[config.mk]
export PLATFORM = sky130hd
export DESIGN_NAME = reg_scoreboard
export DESIGN_NICKNAME = d
export VERILOG_FILES = /design/src/rtl/reg_scoreboard.sv
export SDC_FILE = /design/constraint.sdc
export NUM_CORES = 1
export LEC_CHECK = 0
export BUFFER_PORTS_ARGS = -buffer_cell sky130_fd_sc_hd__buf_2
export CAP_MARGIN = 20
export CELL_PAD_IN_SITES_DETAIL_PLACEMENT = 0
export CELL_PAD_IN_SITES_GLOBAL_PLACEMENT = 2
export CORE_MARGIN = 2
export CORE_UTILIZATION = 28
export DETAILED_ROUTE_END_ITERATION = 10
export HOLD_SLACK_MARGIN = 0.12
export PLACE_DENSITY = 0.69
export SLEW_MARGIN = 25
export SYNTH_ARGS = -nofsm -noshare
export SYNTH_HDL_FRONTEND = slang
export SYNTH_SLANG_ARGS = --single-unit
[constraint.sdc]
create_clock -name clk -period 4.7 [get_ports clk]
set_input_delay 0.235 -clock clk [delete_from_list [all_inputs] [get_ports clk]]
set_output_delay 0.235 -clock clk [all_outputs]
set_load 0.1 [all_outputs]
[src/rtl/reg_scoreboard.sv]
// Register-pending scoreboard: one saturating-by-construction pending-write counter per register,
// raising stall on read-after-write hazards or counter exhaustion, and a sticky underflow flag.
module reg_scoreboard (
    input  logic       clk,
    input  logic       rst,
    input  logic       issue,
    input  logic       issue_wr,
    input  logic [2:0] issue_dst,
    input  logic       src1_used,
    input  logic [2:0] src1_sel,
    input  logic       src2_used,
    input  logic [2:0] src2_sel,
    input  logic       retire,
    input  logic [2:0] retire_dst,
    output logic       stall,
    output logic [7:0] busy,
    output logic       err
);

    logic [1:0] cnt [8];
    logic [7:0] inc;
    logic [7:0] dec;
    logic       accept;

    // Hazards are judged on the current counts only; there is no write-to-read bypass,
    // so a retire this cycle clears the hazard one cycle later.
    always_comb begin
        busy = 8'h00;
        for (int r = 0; r < 8; r++) begin
            busy[r] = (cnt[r] != 2'd0);
        end
        stall = issue & ((src1_used & busy[src1_sel]) |
                         (src2_used & busy[src2_sel]) |
                         (issue_wr & (cnt[issue_dst] == 2'd3)));
        accept = issue & ~stall;
        inc = 8'h00;
        dec = 8'h00;
        for (int r = 0; r < 8; r++) begin
            inc[r] = accept & issue_wr & (issue_dst == 3'(r));
            dec[r] = retire & (retire_dst == 3'(r)) & (cnt[r] != 2'd0);
        end
    end

    always_ff @(posedge clk) begin
        if (rst) begin
            for (int r = 0; r < 8; r++) begin
                cnt[r] <= 2'd0;
            end
            err <= 1'b0;
        end else begin
            for (int r = 0; r < 8; r++) begin
                if (inc[r] && !dec[r]) begin
                    cnt[r] <= cnt[r] + 2'd1;
                end else if (dec[r] && !inc[r]) begin
                    cnt[r] <= cnt[r] - 2'd1;
                end
            end
            // A retire to a register with nothing pending is a protocol error.
            if (retire && (cnt[retire_dst] == 2'd0)) begin
                err <= 1'b1;
            end
        end
    end

endmodule

==> metrics.md <==
| Metric | Value |
|---|---|
| Hold_ws | 0.305 ns |
| Worst Max-Slew Pin Slew | 0.639 ns |
| Number of H-tree levels | 1 |
| Worst Skew | 0.00252 ns |
| Register area share after synthesis | 0.312 |
| # Max-Cap Violations | 0 |
| Part of the power in registers | 0.409 |
| Gr usage total | 0.156 |
| Clk slew on worst S/H paths | 0.07 ns |
| GRT overflow | 0 |
| Slack of the critical path | 1.92 ns |
| Setup TNS | 0 ns |
| Switching Power | 184 uW |
| First-pass GRT wire length | 7600 um |
| Row count | 27 |
| Routed wire per std cell | 16.5 um |
| Drt drc | 0 |
| Post-synth EDFFs | 16 |
| Post-Syn Instances | 194 |
| Yosys cell types | 51 |
| Most common flop cell mapped by yosys | edfxtp_1 |
| CP startpoint kind | register |
| Status | completed |
| Setup Buffers After CTS | 0 |
| Clk Tree Root Cell | clkbuf_8 |
| Clock Power Share | 0.250 |
| Hold Buf Count CTS | 0 |
| Normalized max-slew margin | 0.574 |
| Number of global-route vias before repair | 1,422 |
| Final Util | 0.329 |
| Die span in x | 79.7 um |
| Initial antenna violation count | 0 |
| Nets | 235 |
| Total I/O pin count | 29 |
| Mapped Avg Cell Area | 8.27 um2 |
| Async set-or-reset flop fraction in the synthesized netlist | 0 |
| # diodes | 0 |
| Clock Sink Count | 17 |
| Final period utilization | 0.592 |
| CTS buffer count | 3 |
| Core Box Area | 0.00551 mm2 |
| Combinational Power Share | 0.340 |
| DRT iter0 DRCs | 74 |
| Switch share | 0.397 |
| VDD IR-drop max | 0.000130 V |
| Hold Path Class | in -> reg |
| Resized cells post-CTS | 0 |
| Cell-internal power | 279 uW |
| Worst EP arrival | 2.79 ns |
| Die height | 79.7 um |
| Final setup violation count | 0 |
| Area growth, synth to finish | 12.9% |
| Mapped cell area | 0.00160 mm2 |
| Worst Setup Path Type | reg -> reg |
| Top fanout value on the critical path | 18 |
| Final Max Tran Viols | 0 |
| Leak pwr | 0.657 nW |
| Synth Net Count | 214 |
| #FFs+latches synth | 17 |
| Hpwl dp | 3650 um |
| Unrepaired setup endpoints after global routing | false |
| Power Density | 256 mW/mm2 |
| Clk Latency, worst-skew pair | 0.25 ns |
| Placer Congestion | 0.745 |
| Starting Density | 0.291 |
| Via-to-Cell Ratio | 5.36 |
| Share of cells above drive strength 1 | 0.196 |
| Worst Setup End Kind | register |
| Synth warnings | 0 |
| Max Buffers Root-to-Sink | 2 |
| Vias | 1,533 |
| Drt total wl | 4720 um |
| CTS tree | done |
| Port Buffers | 28 |
| Die footprint | 0.00635 mm2 |
| Maximum number of pins on one net before global-route repair | 19 |
| Antenna viol nets, final | 0 |
| Detailed Routing Iterations Pass 1 | 4 |
| Final Hold Vio Count | 0 |
| Worst EP required | 4.71 ns |
| Maximum clock frequency | 0.359 GHz |
| Post-layout min period | 2.78 ns |
| Dpl ws | 1.91 ns |
## state kept, by name (all words and copies together), names as in the netlist
name,cells
err,1
cnt,16
## final cells by class
cell class / instances / area [um2]
fill: 599 / 3700
inverter: 11 / 43.8
timing repair buffer: 28 / 140
sequential: 17 / 500
tap: 72 / 90.1
clock buffer: 4 / 45.0
multi-input combinational: 154 / 991
## Yosys cell counts, types with 2 or more instances
cell / count / area [um2]
nand2_1: 17 / 63.8
edfxtp_1: 16 / 480
nor2_1: 16 / 60.1
nand3_1: 15 / 75.1
nor3_1: 11 / 55.1
inv_1: 10 / 37.5
a211oi_1: 8 / 60.1
nand4_1: 8 / 50.1
a21oi_1: 7 / 35.0
clkbuf_1: 7 / 26.3
o21ai_0: 6 / 30.0
or3_1: 6 / 37.5
nand2b_1: 5 / 31.3
a21o_1: 4 / 30.0
xnor2_1: 4 / 35.0
and2_1: 3 / 18.8
nor2b_1: 3 / 18.8
xor2_1: 3 / 26.3
a211o_1: 2 / 17.5
a31o_1: 2 / 17.5
a31oi_1: 2 / 12.5
buf_4: 2 / 15.0
buf_6: 2 / 22.5
mux2_4: 2 / 30.0
mux4_2: 2 / 45.0
nor3b_1: 2 / 15.0
nor4_1: 2 / 12.5
nor4b_1: 2 / 17.5
o2111ai_1: 2 / 17.5
or2_2: 2 / 12.5
## layer usage
metal,routed length (um),part of all wire,GRT usage
met1,2330,0.49,0.225
met2,2160,0.46,0.247
met3,196,0.042,0.0249
met4,34,0.0072,0.0310
met5,0,0,0
## worst max-delay path, cell delays in order, from the launching register on
cell and delay (ns):
edfxtp_1 0.47, or2_4 0.31, o311a_1 0.30, a32oi_2 0.23, and4_1 0.64, a31o_1 0.28, mux2_4 0.30
## kinds of logic after synthesis
family                     after synthesis  share of synthesized area
AOI/OAI and AO/OA                       43                      0.196
xor gates and xnor gates                 7                     0.0382
adders and majority gates                1                    0.00780
buffers and inverters                   23                     0.0702
DFF                                     17                      0.312
muxes                                    4                     0.0468
and+or+nand+nor                         99                      0.329
## placed cells by master (no fill, tap or decap), types with 2 or more instances in the layout
cell type / n
xnor2_1: 4
a21o_1: 4
o21ai_0: 6
and2_1: 3
nand3_1: 15
nor3_1: 11
nor4_1: 2
nand2_1: 17
edfxtp_1: 16
nand4_1: 8
a211oi_1: 8
nor2_1: 16
buf_2: 28
mux2_4: 2
a31oi_1: 2
or3_1: 6
or2_2: 2
a21oi_1: 7
nor4b_1: 2
nor3b_1: 2
a31o_1: 2
xor2_1: 3
a211o_1: 2
nand2b_1: 5
inv_1: 10
nor2b_1: 3
mux4_2: 2
clkbuf_8: 3
o2111ai_1: 2
## final timing paths
kind                           start                       to  slack (ns)  depth (start not counted)
max reg2reg  cnt[4][1]$_SDFFCE_PN0P_  cnt[6][1]$_SDFFCE_PP0P_        1.92                          6
min reg2reg         err$_SDFFE_PP0P_         err$_SDFFE_PP0P_        0.48                          2
min                           retire         err$_SDFFE_PP0P_        0.31                          3
max          cnt[4][1]$_SDFFCE_PN0P_  cnt[6][1]$_SDFFCE_PP0P_        1.92                          6
## power groups by stage
stage	logic, mW	clock network, mW	registers [mW]
5_1_grt	0.171	0.124	0.192
3_5_place_dp	0.158	0	0.193
2_1_floorplan	0.124	0	0.193
3_3_place_gp	0.159	0	0.193
6_report	0.158	0.116	0.190
4_1_cts	0.158	0.119	0.190
## stage by stage
stage               instances  power (mW)  instance area (um2)
floorplan                 194       0.317                 1600
global placement          282       0.352                 1770
detailed placement        282       0.351                 1770
CTS                       286       0.467                 1810
global route              286       0.487                 1810
finish                    286       0.463                 1810
Note: power is estimated with default switching activity, not from simulation.
